<file path="src/rtl/waypoint_sequencer_if.sv">
// -----------------------------------------------------------------------------
// waypoint_sequencer_if
// Purpose : groups the control, manual-duty and duty/status signals of the
//           waypoint sequencer into one bundle.
// Signals : Rec      - one-cycle pulse, store current manual duty as waypoint
//           Clear    - one-cycle pulse, empty the waypoint list
//           Play_En  - level, high = loop playback, low = manual pass-through
//           Cur_X/Y  - live manual duty values
//           DC_X/Y   - registered duty to the PWM comparators
//           Count    - number of stored waypoints
//           Full     - Count equals DEPTH
//           Playing  - sequencer is in a playback state
//           At_Point - one-cycle pulse on waypoint arrival
// Modports: master drives the controls and reads status (user / testbench),
//           slave is the sequencer itself.
// -----------------------------------------------------------------------------
interface waypoint_sequencer_if #(
  parameter int W     = 6,
  parameter int DEPTH = 8
);
  localparam int CW = $clog2(DEPTH) + 1;

  logic          Rec;
  logic          Clear;
  logic          Play_En;
  logic [W-1:0]  Cur_X;
  logic [W-1:0]  Cur_Y;
  logic [W-1:0]  DC_X;
  logic [W-1:0]  DC_Y;
  logic [CW-1:0] Count;
  logic          Full;
  logic          Playing;
  logic          At_Point;

  modport master (
    output Rec, Clear, Play_En, Cur_X, Cur_Y,
    input  DC_X, DC_Y, Count, Full, Playing, At_Point
  );

  modport slave (
    input  Rec, Clear, Play_En, Cur_X, Cur_Y,
    output DC_X, DC_Y, Count, Full, Playing, At_Point
  );
endinterface

</file>
<file path="src/rtl/waypoint_sequencer.sv">
// -----------------------------------------------------------------------------
// waypoint_sequencer
// Purpose : records up to DEPTH (X,Y) duty waypoints and, when playback is
//           enabled, loops through them, slewing each duty axis 1 LSB every
//           STEP_DIV cycles and dwelling DWELL cycles at each waypoint. With
//           playback off the duty outputs track the manual inputs.
// Ports   : sysclk   - sole clock, rising edge
//           Reset_Sw - asynchronous active-low reset
//           bus      - waypoint_sequencer_if.slave (controls, duty, status)
// -----------------------------------------------------------------------------
module waypoint_sequencer #(
  parameter int W        = 6,
  parameter int DEPTH    = 8,
  parameter int STEP_DIV = 16,
  parameter int DWELL    = 64
) (
  input  logic                  sysclk,
  input  logic                  Reset_Sw,
  waypoint_sequencer_if.slave   bus
);

  localparam int CW  = $clog2(DEPTH) + 1;
  localparam int IW  = (DEPTH > 1) ? $clog2(DEPTH) : 1;
  localparam int SW  = (STEP_DIV > 1) ? $clog2(STEP_DIV) : 1;
  localparam int DWW = (DWELL > 1) ? $clog2(DWELL) : 1;

  typedef enum logic [1:0] {
    ST_IDLE,
    ST_LOAD,
    ST_SLEW,
    ST_DWELL
  } state_t;

  state_t        state_q, state_d;
  logic [W-1:0]  dc_x_q, dc_x_d;
  logic [W-1:0]  dc_y_q, dc_y_d;
  logic [W-1:0]  tgt_x_q, tgt_x_d;
  logic [W-1:0]  tgt_y_q, tgt_y_d;
  logic [CW-1:0] count_q, count_d;
  logic [IW-1:0] index_q, index_d;
  logic [SW-1:0] step_q, step_d;
  logic [DWW-1:0] dwell_q, dwell_d;
  logic          at_point_q, at_point_d;
  logic          wr_en;
  logic          full;
  logic          last_index;

  logic [W-1:0]  slot_x [DEPTH];
  logic [W-1:0]  slot_y [DEPTH];

  // Moves one axis a single LSB toward its target; an equal axis stays put,
  // so the value can never overshoot or wrap.
  function automatic logic [W-1:0] step_toward(input logic [W-1:0] cur,
                                               input logic [W-1:0] tgt);
    if (cur < tgt) begin
      return cur + W'(1);
    end else if (cur > tgt) begin
      return cur - W'(1);
    end else begin
      return cur;
    end
  endfunction

  assign full       = (count_q == CW'(DEPTH));
  assign last_index = ((CW'(index_q) + CW'(1)) == count_q);

  // Next-state and datapath. Abort (Play_En low) and Clear are applied last
  // so they override whatever the current state computed.
  always_comb begin
    state_d    = state_q;
    dc_x_d     = dc_x_q;
    dc_y_d     = dc_y_q;
    tgt_x_d    = tgt_x_q;
    tgt_y_d    = tgt_y_q;
    count_d    = count_q;
    index_d    = index_q;
    step_d     = step_q;
    dwell_d    = dwell_q;
    at_point_d = 1'b0;
    wr_en      = 1'b0;

    case (state_q)
      ST_IDLE: begin
        dc_x_d  = bus.Cur_X;
        dc_y_d  = bus.Cur_Y;
        index_d = '0;
        step_d  = '0;
        dwell_d = '0;
        if (bus.Rec && !full) begin
          wr_en   = 1'b1;
          count_d = count_q + CW'(1);
        end
        if (bus.Play_En && (count_q != '0)) begin
          state_d = ST_LOAD;
        end
      end

      ST_LOAD: begin
        tgt_x_d = slot_x[index_q];
        tgt_y_d = slot_y[index_q];
        step_d  = '0;
        state_d = ST_SLEW;
      end

      ST_SLEW: begin
        if ((dc_x_q == tgt_x_q) && (dc_y_q == tgt_y_q)) begin
          state_d    = ST_DWELL;
          at_point_d = 1'b1;
          dwell_d    = '0;
        end else if (step_q == SW'(STEP_DIV - 1)) begin
          step_d = '0;
          dc_x_d = step_toward(dc_x_q, tgt_x_q);
          dc_y_d = step_toward(dc_y_q, tgt_y_q);
        end else begin
          step_d = step_q + SW'(1);
        end
      end

      ST_DWELL: begin
        if (dwell_q == DWW'(DWELL - 1)) begin
          dwell_d = '0;
          index_d = last_index ? '0 : index_q + IW'(1);
          state_d = ST_LOAD;
        end else begin
          dwell_d = dwell_q + DWW'(1);
        end
      end

      default: begin
        state_d = ST_IDLE;
      end
    endcase

    // Leaving playback holds the duty for one cycle; IDLE then resumes
    // tracking the manual inputs.
    if ((state_q != ST_IDLE) && !bus.Play_En) begin
      state_d    = ST_IDLE;
      dc_x_d     = dc_x_q;
      dc_y_d     = dc_y_q;
      index_d    = '0;
      step_d     = '0;
      dwell_d    = '0;
      at_point_d = 1'b0;
    end

    // Clear beats a simultaneous Rec; slot contents become unreachable.
    if (bus.Clear) begin
      state_d    = ST_IDLE;
      count_d    = '0;
      wr_en      = 1'b0;
      index_d    = '0;
      step_d     = '0;
      dwell_d    = '0;
      at_point_d = 1'b0;
    end
  end

  // Control and duty registers.
  always_ff @(posedge sysclk or negedge Reset_Sw) begin
    if (!Reset_Sw) begin
      state_q    <= ST_IDLE;
      dc_x_q     <= '0;
      dc_y_q     <= '0;
      tgt_x_q    <= '0;
      tgt_y_q    <= '0;
      count_q    <= '0;
      index_q    <= '0;
      step_q     <= '0;
      dwell_q    <= '0;
      at_point_q <= 1'b0;
    end else begin
      state_q    <= state_d;
      dc_x_q     <= dc_x_d;
      dc_y_q     <= dc_y_d;
      tgt_x_q    <= tgt_x_d;
      tgt_y_q    <= tgt_y_d;
      count_q    <= count_d;
      index_q    <= index_d;
      step_q     <= step_d;
      dwell_q    <= dwell_d;
      at_point_q <= at_point_d;
    end
  end

  // Waypoint storage is deliberately not reset; Count gates every access.
  always_ff @(posedge sysclk) begin
    if (wr_en) begin
      slot_x[count_q[IW-1:0]] <= bus.Cur_X;
      slot_y[count_q[IW-1:0]] <= bus.Cur_Y;
    end
  end

  assign bus.DC_X     = dc_x_q;
  assign bus.DC_Y     = dc_y_q;
  assign bus.Count    = count_q;
  assign bus.Full     = full;
  assign bus.Playing  = (state_q != ST_IDLE);
  assign bus.At_Point = at_point_q;

endmodule

</file>
<file path="src/flat_wrapper.sv">
// flat-port wrapper written by rule: the top's interface ports become plain ports
module waypoint_sequencer_flat 
#(
  parameter int W        = 6,
  parameter int DEPTH    = 8,
  parameter int STEP_DIV = 16,
  parameter int DWELL    = 64
)
  (sysclk, Reset_Sw, bus_Rec, bus_Clear, bus_Play_En, bus_Cur_X, bus_Cur_Y, bus_DC_X, bus_DC_Y, bus_Count, bus_Full, bus_Playing, bus_At_Point);
  waypoint_sequencer_if #(.W(W), .DEPTH(DEPTH)) bus_i ();
  input  logic sysclk;
  input  logic Reset_Sw;
  input wire logic [$bits(bus_i.Rec)-1:0] bus_Rec;
  input wire logic [$bits(bus_i.Clear)-1:0] bus_Clear;
  input wire logic [$bits(bus_i.Play_En)-1:0] bus_Play_En;
  input wire logic [$bits(bus_i.Cur_X)-1:0] bus_Cur_X;
  input wire logic [$bits(bus_i.Cur_Y)-1:0] bus_Cur_Y;
  output wire logic [$bits(bus_i.DC_X)-1:0] bus_DC_X;
  output wire logic [$bits(bus_i.DC_Y)-1:0] bus_DC_Y;
  output wire logic [$bits(bus_i.Count)-1:0] bus_Count;
  output wire logic [$bits(bus_i.Full)-1:0] bus_Full;
  output wire logic [$bits(bus_i.Playing)-1:0] bus_Playing;
  output wire logic [$bits(bus_i.At_Point)-1:0] bus_At_Point;
  assign bus_i.Rec = bus_Rec;
  assign bus_i.Clear = bus_Clear;
  assign bus_i.Play_En = bus_Play_En;
  assign bus_i.Cur_X = bus_Cur_X;
  assign bus_i.Cur_Y = bus_Cur_Y;
  assign bus_DC_X = bus_i.DC_X;
  assign bus_DC_Y = bus_i.DC_Y;
  assign bus_Count = bus_i.Count;
  assign bus_Full = bus_i.Full;
  assign bus_Playing = bus_i.Playing;
  assign bus_At_Point = bus_i.At_Point;
  waypoint_sequencer #(.W(W), .DEPTH(DEPTH), .STEP_DIV(STEP_DIV), .DWELL(DWELL)) u_core (.sysclk(sysclk), .Reset_Sw(Reset_Sw), .bus(bus_i));
endmodule
</file>
<file path="config.mk">
export PLATFORM = sky130hd
export DESIGN_NAME = waypoint_sequencer_flat
export DESIGN_NICKNAME = d
export VERILOG_FILES = /design/src/rtl/waypoint_sequencer_if.sv /design/src/rtl/waypoint_sequencer.sv /design/src/flat_wrapper.sv
export SDC_FILE = /design/constraint.sdc
export NUM_CORES = 1
export LEC_CHECK = 0
export BUFFER_PORTS_ARGS = -buffer_cell sky130_fd_sc_hd__buf_2
export CORE_ASPECT_RATIO = 0.8
export CORE_MARGIN = 5
export CORE_UTILIZATION = 40
export DETAILED_ROUTE_END_ITERATION = 7
export PLACE_DENSITY = 0.57
export SLEW_MARGIN = 20
export SYNTH_ARGS = -nofsm -noshare
export SYNTH_HDL_FRONTEND = slang
export SYNTH_SLANG_ARGS = --single-unit
</file>
<file path="constraint.sdc">
create_clock -name sysclk -period 3 [get_ports sysclk]
set_input_delay 0.3 -clock sysclk [delete_from_list [all_inputs] [get_ports sysclk]]
set_output_delay 0.3 -clock sysclk [all_outputs]
set_load 0.03 [all_outputs]
</file>
==> results of run 1 <==
-- cell type report --
class | count | area share, %
Multi-Input combinational cell | 288 | 32.56
Sequential cell | 140 | 51.12
Timing Repair Buffer | 61 | 4.782
Clock buffer | 18 | 5.504
Tap cell | 220 | 3.530
Clock inverter | 13 | 1.540
Inverter | 20 | 0.9628
-- placed cells by master, fill, tap and decap left out, drive strengths merged, types with 3 or more instances in the layout --
| cell type | instances |
|---|---|
| o21ai | 17 |
| and3 | 6 |
| edfxtp | 96 |
| nor2 | 44 |
| o211ai | 3 |
| nor4 | 4 |
| a211oi | 5 |
| nand4 | 4 |
| nor3 | 5 |
| clkinvlp | 5 |
| a21oi | 30 |
| nand2 | 17 |
| clkbuf | 18 |
| dfrtp | 44 |
| nor2b | 3 |
| xnor2 | 7 |
| clkinv | 4 |
| nand3 | 8 |
| nand2b | 7 |
| buf | 60 |
| mux2i | 22 |
| xor2 | 7 |
| inv | 23 |
| ha | 29 |
| mux2 | 10 |
| mux4 | 24 |
| a21o | 9 |
-- state kept, by name, indices dropped and copies added, names as in the netlist --
name                 flops
u_core.state_q           2
u_core.step_q            4
u_core.dwell_q           6
u_core.slot_y           48
u_core.bus.Count         4
u_core.slot_x           48
u_core.bus.At_Point      1
u_core.bus.DC_X          6
u_core.index_q           3
u_core.bus.DC_Y          6
u_core.tgt_x_q           6
u_core.tgt_y_q           6
-- cells by family after synthesis --
logic type	share of synthesized area, %
multiplexers	13.25
flip-flops	60.45
AO/OA/AOI/OAI	7.822
XOR/XNOR	1.861
buffers and inverters	2.468
AND/OR/NAND/NOR	8.031
adder cells (fa/ha/maj)	6.114
-- per-stage QoR --
| stage | std cells | power, mW | setup TNS [ps] |
|---|---|---|---|
| floorplan | 467 | 4.684 | 0 |
| global placement | 727 | 5.420 | 0 |
| detailed placement | 727 | 5.490 | -40.06 |
| CTS | 759 | 7.509 | 0 |
| global route | 760 | 8.232 | -22.95 |
| finish | 760 | 7.730 | 0 |
-- Yosys cell counts, types with 3 or more instances --
cell type   n
nor3_1      5
buf_2       5
nor4_1      3
nor2b_1     3
nor2_1     43
o21ai_0    17
mux4_2     24
dfrtp_1    44
xor2_1      7
edfxtp_1   96
ha_1       29
buf_1       3
inv_1      20
nand2b_1    7
nand4_1     3
a21o_1      8
mux2i_1    22
nand2_1    17
xnor2_1     7
a21oi_1    30
mux2_2     10
a211oi_1    5
nand3_1     8
clkbuf_1   10
and3_1      5
-- metal layers --
| metal | track usage [%] | vias to the layer above | wire length (um) |
|---|---|---|---|
| met5 | 0 | - | 0 |
| met4 | 5.867 | 0 | 195 |
| met3 | 3.786 | 19 | 610 |
| met2 | 24.44 | 76 | 6787 |
| met1 | 20.98 | 2026 | 6603 |
| li1 | - | 1892 | - |
-- final timing paths --
path	to	slack [ps]	cells past startpoint
setup reg to reg	u_core.bus.DC_X[4]$_DFFE_PN0P_	110	12
setup / recovery	u_core.bus.DC_X[4]$_DFFE_PN0P_	110	12
hold reg to reg	u_core.dwell_q[1]$_DFFE_PN0P_	520	2
min in group asynchronous	u_core.bus.DC_Y[3]$_DFFE_PN0P_	410	2
max in group asynchronous	u_core.bus.Count[2]$_DFFE_PN0P_	1860	3
hold / removal	u_core.slot_x[7][4]$_DFFE_PP_	170	1
-- power groups by stage --
| stage | Sequential, mW | Clock [mW] | Combinational, mW |
|---|---|---|---|
| final | 2.48 | 1.95 | 3.30 |
| after global routing | 2.51 | 2.09 | 3.63 |
| after CTS | 2.48 | 2.01 | 3.03 |
| after detailed placement | 2.51 | 0 | 2.98 |
| after global placement | 2.50 | 0 | 2.92 |
| after floorplan | 2.68 | 0 | 2.00 |
-- critical path, cell delays in order, from the launching register on --
cell and delay (ps):
dfrtp_2 400, ha_1 320, and3b_2 220, a211oi_2 200, o21ai_1 90, a21o_1 240
buf_4 160, ha_4 230, a21o_1 190, a21oi_2 140, xnor2_1 80, mux2_2 250
mux2_2 250
-- repair_timing --
action | 4_1_cts | 5_1_grt
setup endpoints to repair | 2 | 3
gates resized for setup | 1 | 12
hold buffers | 1 | 0
hold endpoints to repair | 24 | 0
buffers inserted | 0 | 1
pin swaps | 2 | 3
==> impl_results.md, run 1 <==
* Fillers at 1454
* Final Util at roughly 48%
* Core box area at 16340 um2
* Hold Slack at 175.0 ps
* Die Span Y at 124.8 um
* Final Cycle Share at 96.38%
* GPL Wtd Cong at roughly 0.8
* Syn avg cell area at 14.11 um2
* WP data arrival at 3200 ps
* Critical path class: reg2reg
* Die area at 19160 um2
* Lkg Pwr at roughly 3.0 nW
* Nature of the critical path startpoint: register
* Post-synthesis instance total at 467
* Root Driver: clkbuf_16
* Crit path time final at 2891 ps
* Per-cell routed wire length at around 19 um
* Layout area overhead at 18.32%
* Post-Place Setup Slack at -40.06 ps
* # rows at 42
* Fraction of registers with async set/reset at 31.43%
* CTS sink cnt at 140
* Final Setup Violations at 0
* DR iter-0 viols at 158
* Initial antenna violation count at 0
* Min-delay src: bus_Cur_X[4]
* GRT Util Overall at about 16%
* Reg2Reg Launch Point: u_core.bus.DC_X[1]$_DFFE_PN0P_
* Max Clock Skew at 8.262 ps
* Post-Syn Nets at between 500 and 600
* CTS tree: done
* Max Freq at around 350 MHz
* Ant. Diodes at 0
* Setup WS post-layout at 108.6 ps
* Psw at around 2.8 mW
* H-tree levels at 4
* IO Pins at 36
* Worst VDD drop at 0.4127 mV
* Top post-synthesis cells by area: edfxtp_1 44%, dfrtp_1 17%, mux4_2 8.2%, ha_1 5.5%, mux2i_1 3.3%
* Post-synth EDFFs at 96
* Largest net degree at the start of global routing at 28
* Vias per cell at between 5 and 6
* DRT antenna net count at 0
* FF/Latch Area at between 3000 and 4000 um2
* Crit. Startpoint: u_core.bus.DC_X[1]$_DFFE_PN0P_
* Pwr/cell area at around 1000 nW/um2
* Worst-Skew Late Latency at 420 ps
* Outcome: complete, no violations
* Final-report hold violation count at 0
* Cell variety after synth at 52
* Slew Limit Headroom at between 40% and 50%
* Mapped Area at roughly 6600 um2
* Combinational fraction of design power at between 40% and 50%
* Fraction of layout cells with a size suffix above 1 at between 20 and 30%
* Initial Utilization at 40.32%
* Worst-margin pin slew at 751.3 ps
* Reg power frac at around 32%
* DP HPWL at between 9000 and 10000 um
* Clk slew on worst S/H paths at approximately 60 ps
* Max-slew violations at 0
* Ys Warns at 0
* GR Overflow Total at 0
* # port buffers at 35
* Part of the Yosys area used for sequential elements at slightly above 60%
* CTS buffer count at 17
* Area occupied by multi-input gates at around 2500 um2
* DP Area at roughly 7100 um2
* Yosys reg bits at 140
* Area leader, netlist: edfxtp_1
* TritonRoute pass-1 iters at 4
* Sw Share at 36.21%
* DR DRC count at 0
* Bufs on Longest Clock Path at 2
* Vias at around 4000
* Final Cell Area at around 7800 um2
* CP Data Required Time at roughly 3300 ps
* Post-layout net count at 576
* Synth top area share at around 44%
* Hold WC Path Type: in2reg
* First-pass GRT wire length at 22910 um
* Ys flop type: edfxtp_1
* P_int at between 4 and 5 mW
* Worst setup EP type: register
* Critical path fanouts, max at 4
* Post-Route WL at between 10000 and 15000 um
* Clock power frac at 25.3%
* Die width at ~150 um
* Vias in the first global route at 4280
* MaxCap Viol Count at 0
(Power assumes the default switching activity.)
==> run 2, diff against run 1 <==
Settings changed: CORE_UTILIZATION 40 to 37, PLACE_DENSITY 0.57 to 0.54.
==> impl_results.md, run 2 (synthesis results as in run 1) <==
* Outcome: complete, no violations (unchanged)
* Crit-path max cell delay at 400 ps (about the same)
* DRT antenna net count at 0 (unchanged)
* DR iter-0 viols at 259 (was 158)
* Cell mode on critical path: mux2_2
* Final Cycle Share at 95.94% (was 96.38%)
* Tot Pwr at 7.770 mW (was 7.730 mW)
* Crit-path cells: ha_1 > and3b_2 > a211oi_2 > o21ai_1 > a21o_2 > fa_2 > a21o_1 > a21oi_2 > xnor2_1 > mux2_2 > mux2_2 (was ha_1 > and3b_2 > a211oi_2 > o21ai_1 > a21o_1 > buf_4 > ha_4 > a21o_1 > a21oi_2 > xnor2_1 > mux2_2 > mux2_2)
* CP Data Required Time at 3300 ps (was 3310 ps)
* Placed Instances at 730 (was 727)
* Layout Cells excl Fill at 765 (was 760)
* # port buffers at 35 (unchanged)
* Most frequent cells in the layout: 96 x edfxtp_1, 43 x nor2_1, 42 x dfrtp_1 (unchanged)
* Slew Limit Headroom at 39.34% (was 48.62%)
* Max Freq at 347.5 MHz (was 345.9 MHz)
* GR Overflow Total at 0 (unchanged)
* Hold WC Path Type: in2reg (unchanged)
* Root Driver: clkbuf_16 (unchanged)
* Vias per cell at 5.209 (was 5.280)
* Max Clock Skew at 6.844 ps (was 8.262 ps)
* Worst-margin pin slew at 886.9 ps (was 751.3 ps)
* Initial Utilization at 37.81% (was 40.32%)
* Lkg Pwr at 2.978 nW (was 2.973 nW)
* Critical path fanouts, max at 4 (unchanged)
* Final Setup Violations at 0 (unchanged)
* Clk slew on worst S/H paths at 60 ps (about the same)
* Ant. Diodes at 0 (unchanged)
* Layout area overhead at 18.30% (was 18.32%)
* Per-cell routed wire length at 18.79 um (was 18.68 um)
* Fraction of layout cells with a size suffix above 1 at 27.96% (was 27.59%)
* Worst setup EP type: register (unchanged)
* Nature of the critical path startpoint: register (unchanged)
* IO Pins at 36 (unchanged)
* Post-Route WL at 14370 um (was 14200 um)
* Slowest cell on crit path: dfrtp_2 (unchanged)
* # rows at 43 (was 42)
* Critical path class: reg2reg (unchanged)
* Largest net degree at the start of global routing at 29 (was 28)
* CTS buffer count at 17 (unchanged)
* CTS sink cnt at 140 (unchanged)
* Bufs on Longest Clock Path at 2 (unchanged)
* First-pass GRT wire length at 23200 um (was 22910 um)
* Vias at 3985 (was 4013)
* Most common cell after layout, fill and taps aside: edfxtp_1 (unchanged)
* Fillers at 1585 (was 1454)
* CP Buf/Inv Count at 0 (was 1)
* TritonRoute pass-1 iters at 5 (was 4)
* DR DRC count at 0 (unchanged)
* Die width at 159.2 um (was 153.5 um)
* MaxCap Viol Count at 0 (unchanged)
* Max-slew violations at 0 (unchanged)
* Die Span Y at 129.4 um (was 124.8 um)
* Final-report hold violation count at 0 (unchanged)
* Worst-Skew Late Latency at 420 ps (about the same)
* DP HPWL at 9495 um (was 9318 um)
* Crit path time final at 2878 ps (was 2891 ps)
* Delay-heaviest family, CP: compound AO/OA/AOI/OAI gates (unchanged)
* Core box area at 17430 um2 (was 16340 um2)
* H-tree levels at 4 (unchanged)
* WP data arrival at 3180 ps (was 3200 ps)
* CTS tree: done (unchanged)
* Die area at 20600 um2 (was 19160 um2)
* Post-layout net count at 576 (unchanged)
* Pwr/cell area at 996.6 nW/um2 (was 991.3 nW/um2)
* Initial antenna violation count at 0 (unchanged)
* GPL Wtd Cong at 0.7692 (was 0.7976)
* Vias in the first global route at 4215 (was 4280)
* Worst VDD drop at 0.5020 mV (was 0.4127 mV)
* GRT Util Overall at 14.62% (was 15.56%)
run 2: cell count changes in the layout (fill, tap and decap cells not counted), sizes merged:
cell,change
inv,-2
clkinv,+3
clkinvlp,-1
run 2: worst register-to-register path, cell delays in order (launching register included):
cell      delay, ps
dfrtp_2         400
ha_1            320
and3b_2         230
a211oi_2        190
o21ai_1          90
a21o_2          260
fa_2            370
a21o_1          180
a21oi_2         140
xnor2_1          80
mux2_2          260
mux2_2          260
run 2: path summary, 6_finish.rpt:
kind                                                startpoint                              to  slack [ps]  depth (start not counted)
worst min register to register    u_core.step_q[3]$_DFFE_PN0P_    u_core.step_q[3]$_DFFE_PN0P_         490                          1
worst max register to register  u_core.bus.DC_X[1]$_DFFE_PN0P_  u_core.bus.DC_X[4]$_DFFE_PN0P_         120                         11
max in group asynchronous                             Reset_Sw   u_core.state_q[1]$_DFFE_PN0P_        1840                          3
worst min-delay path                              bus_Cur_X[3]   u_core.slot_x[4][3]$_DFFE_PP_         170                          1
min in group asynchronous                             Reset_Sw  u_core.bus.DC_Y[3]$_DFFE_PN0P_         440                          2
worst max-delay path            u_core.bus.DC_X[1]$_DFFE_PN0P_  u_core.bus.DC_X[4]$_DFFE_PN0P_         120                         11
run 2: metrics by stage:
stage / util, % / area, um2 / setup slack [ps] / TNS (ps) / hold slack, ps
finish: 44.72 / 7796 / 121.9 / 0 / 166.8
global route: 44.72 / 7796 / -7.534 / -7.534 / 167.4
CTS: 44.21 / 7707 / 0.6082 / 0 / 159.1
detailed placement: 40.96 / 7141 / -33.06 / -33.06 / 380.0
global placement: 40.96 / 7141 / 98.38 / 0 / 372.1
floorplan: - / 6596 / 16.83 / 0 / 4.409
run 2: routing by layer:
layer	vias to the layer above	GRT usage, %	share of wire (%)
met5	-	0	0
met4	0	4.764	1.4
met3	16	3.529	4.4
met2	79	23.69	48
met1	1990	19.66	47
li1	1900	-	-
run 2: power breakdown:
group | internal (mW) | total [mW] | switching, mW
Clock | 1.14 | 1.95 | 0.812
Combinational | 1.50 | 3.32 | 1.82
Sequential | 2.31 | 2.50 | 0.186
run 2: layout make-up:
| type | instances | area (um2) | share of cell area, % |
|---|---|---|---|
| Clock buffer | 18 | 429.2 | 5.505 |
| Multi-Input combinational cell | 288 | 2525 | 32.39 |
| Clock inverter | 13 | 122.6 | 1.573 |
| Inverter | 20 | 75.07 | 0.9629 |
| Sequential cell | 140 | 3986 | 51.13 |
| Timing Repair Buffer | 61 | 376.6 | 4.831 |
| Tap cell | 225 | 281.5 | 3.611 |
run 2: what timing repair did:
action | in CTS | in global routing
endpoints found under the setup margin | 1 | 4
gates resized for setup | 1 | 14
setup buffers | 0 | 3
hold buffers | 1 | 0
pin swaps | 0 | 5
endpoints found under the hold margin | 27 | 0
==> run 3, diff against run 2 <==
Settings changed: PLACE_DENSITY 0.54 to not set, PLACE_DENSITY_LB_ADDON set to 0.08.
==> impl_results.md, run 3 (synthesis results as in run 1) <==
* Ant. Diodes at 0 (unchanged)
* Layout Cells excl Fill at 767 (was 765)
* Fillers at 1585 (unchanged)
* Hold Slack at 168.4 ps (was 166.8 ps)
* CTS tree: done (unchanged)
* Final Setup Violations at 0 (unchanged)
* Per-cell routed wire length at 19.26 um (was 18.79 um)
* Max Clock Skew at 8.169 ps (was 6.844 ps)
* Slowest cell on crit path: dfrtp_2 (unchanged)
* Slew Limit Headroom at 45.11% (was 39.34%)
* Die width at 159.2 um (unchanged)
* Final-report hold violation count at 0 (unchanged)
* Delay-heaviest family, CP: compound AO/OA/AOI/OAI gates (unchanged)
* # rows at 43 (unchanged)
* DP HPWL at 9839 um (was 9495 um)
* Setup WS post-layout at 146.1 ps (was 121.9 ps)
* GPL Wtd Cong at 0.7535 (was 0.7692)
* Worst-Skew Late Latency at 420 ps (about the same)
* WP data arrival at 3160 ps (was 3180 ps)
* MaxCap Viol Count at 0 (unchanged)
* Critical path fanouts, max at 4 (unchanged)
* Pwr/cell area at 998.2 nW/um2 (was 996.6 nW/um2)
* Initial Utilization at 37.81% (unchanged)
* IO Pins at 36 (unchanged)
* Sum Neg Setup Slack at 0 ps (unchanged)
* Largest net degree at the start of global routing at 27 (was 29)
* Lkg Pwr at 3.010 nW (was 2.978 nW)
* WL met1 at 7353 um (was 6710 um)
* WL met2 at 6765 um (was 6833 um)
* DR iter-0 viols at 170 (was 259)
* CTS sink cnt at 140 (unchanged)
* Clk slew on worst S/H paths at 60 ps (about the same)
* DR top layer: met4 (unchanged)
* Worst VDD drop at 0.4035 mV (was 0.5020 mV)
* Cell mode on critical path: mux2_2 (unchanged)
* Worst-margin pin slew at 802.6 ps (was 886.9 ps)
* Hold WC Path Type: in2reg (unchanged)
* RSZ-0062 raised after global routing: no
* Most common cell after layout, fill and taps aside: edfxtp_1 (unchanged)
* Layout area overhead at 19.57% (was 18.30%)
* Core box area at 17430 um2 (unchanged)
* Most frequent cells in the layout: 96 x edfxtp_1, 43 x nor2_1, 42 x dfrtp_1 (unchanged)
* TritonRoute pass-1 iters at 4 (was 5)
* GRT Util Overall at 15.12% (was 14.62%)
* Die Span Y at 129.4 um (unchanged)
* Met3 wire length at 441 um (was 628 um)
* DR DRC count at 0 (unchanged)
* Root Driver: clkbuf_16 (unchanged)
* Placed Instances at 734 (was 730)
* Vias at 3970 (was 3985)
* Crit path time final at 2854 ps (was 2878 ps)
* Crit-path max cell delay at 420 ps (was 400 ps)
* Vias in the first global route at 4156 (was 4215)
* Vias per cell at 5.176 (was 5.209)
* Area occupied by multi-input gates at 2547 um2 (was 2525 um2)
* Nature of the critical path startpoint: register (unchanged)
* Initial antenna violation count at 0 (unchanged)
* Worst setup EP type: register (unchanged)
* Post-Route WL at 14770 um (was 14370 um)
* Die area at 20600 um2 (unchanged)
* CTS buffer count at 17 (unchanged)
* Bufs on Longest Clock Path at 2 (unchanged)
* Outcome: complete, no violations (unchanged)
* First-pass GRT wire length at 23490 um (was 23200 um)
* Post-layout net count at 579 (was 576)
* Fraction of layout cells with a size suffix above 1 at 28.23% (was 27.96%)
* CP Data Required Time at 3310 ps (was 3300 ps)
* Max-slew violations at 0 (unchanged)
* CP Buf/Inv Count at 0 (unchanged)
* Critical path class: reg2reg (unchanged)
* FF/Latch Area at 3986 um2 (unchanged)
* GR Overflow Total at 0 (unchanged)
* H-tree levels at 4 (unchanged)
* Post-Place Setup Slack at -1.367 ps (was -33.06 ps)
* DRT antenna net count at 0 (unchanged)
* # port buffers at 35 (unchanged)
* Crit-path cells: ha_4 > and3b_2 > a211oi_2 > o21ai_0 > a21o_2 > fa_2 > a21o_1 > a21oi_2 > xnor2_1 > mux2_2 > mux2_2 (was ha_1 > and3b_2 > a211oi_2 > o21ai_1 > a21o_2 > fa_2 > a21o_1 > a21oi_2 > xnor2_1 > mux2_2 > mux2_2)
* Final Cycle Share at 95.13% (was 95.94%)
* Max Freq at 350.4 MHz (was 347.5 MHz)
[run 3: changes by cell type in the layout (fill, tap and decap cells not counted), sizes merged]
cell      previous run  this run
clkbuf              18        19
clkinv               7         4
bufinv               1         3
buf                 60        63
inv                 21        22
clkinvlp             4         2
[run 3: final cells by class]
type / instances / area share [%]
multi-input combinational: 288 / 32.33
timing repair buffer: 64 / 5.224
inverter: 20 / 0.9527
clock buffer: 19 / 5.494
clock inverter: 11 / 1.842
sequential: 140 / 50.59
tap: 225 / 3.573
[run 3: through the flow]
stage                     util, %  power [mW]  instance area [um2]
after global routing        45.21       8.437                 7880
after detailed placement    41.21       5.515                 7183
after global placement      41.21       5.496                 7183
after CTS                   44.61       7.675                 7776
final                       45.21       7.866                 7880
after floorplan                 -       4.684                 6596
[run 3: timing repair]
item                                    CTS  global route
buffers inserted                          0             2
pin swaps                                 0             7
endpoints found under the hold margin    18             0
endpoints found under the setup margin    2             3
hold buffers                              1             0
resized for setup                         1            14
[run 3: report_power, final]
part / internal [mW] / switching, mW / total [mW]
sequential: 2.31 / 0.190 / 2.50
clock: 1.30 / 0.789 / 2.09
combinational: 1.49 / 1.79 / 3.28
total: 5.10 / 2.77 / 7.87
[run 3: routing by layer]
| layer | vias to the layer above | track usage (%) |
|---|---|---|
| li1 | 1900 | - |
| met1 | 1993 | 21.39 |
| met2 | 62 | 22.94 |
| met3 | 15 | 3.816 |
| met4 | 0 | 5.216 |
| met5 | - | 0 |
[run 3: final timing paths]
| kind | startpoint | end | slack, ps | depth (start not counted) |
|---|---|---|---|---|
| setup / recovery | u_core.bus.DC_X[1]$_DFFE_PN0P_ | u_core.bus.DC_X[4]$_DFFE_PN0P_ | 150 | 11 |
| hold / removal | bus_Cur_X[3] | u_core.slot_x[2][3]$_DFFE_PP_ | 170 | 1 |
| setup reg to reg | u_core.bus.DC_X[1]$_DFFE_PN0P_ | u_core.bus.DC_X[4]$_DFFE_PN0P_ | 150 | 11 |
| hold reg to reg | u_core.step_q[3]$_DFFE_PN0P_ | u_core.step_q[3]$_DFFE_PN0P_ | 510 | 1 |
| max in group asynchronous | Reset_Sw | u_core.bus.DC_X[0]$_DFFE_PN0P_ | 1890 | 3 |
| min in group asynchronous | Reset_Sw | u_core.bus.DC_Y[4]$_DFFE_PN0P_ | 370 | 2 |
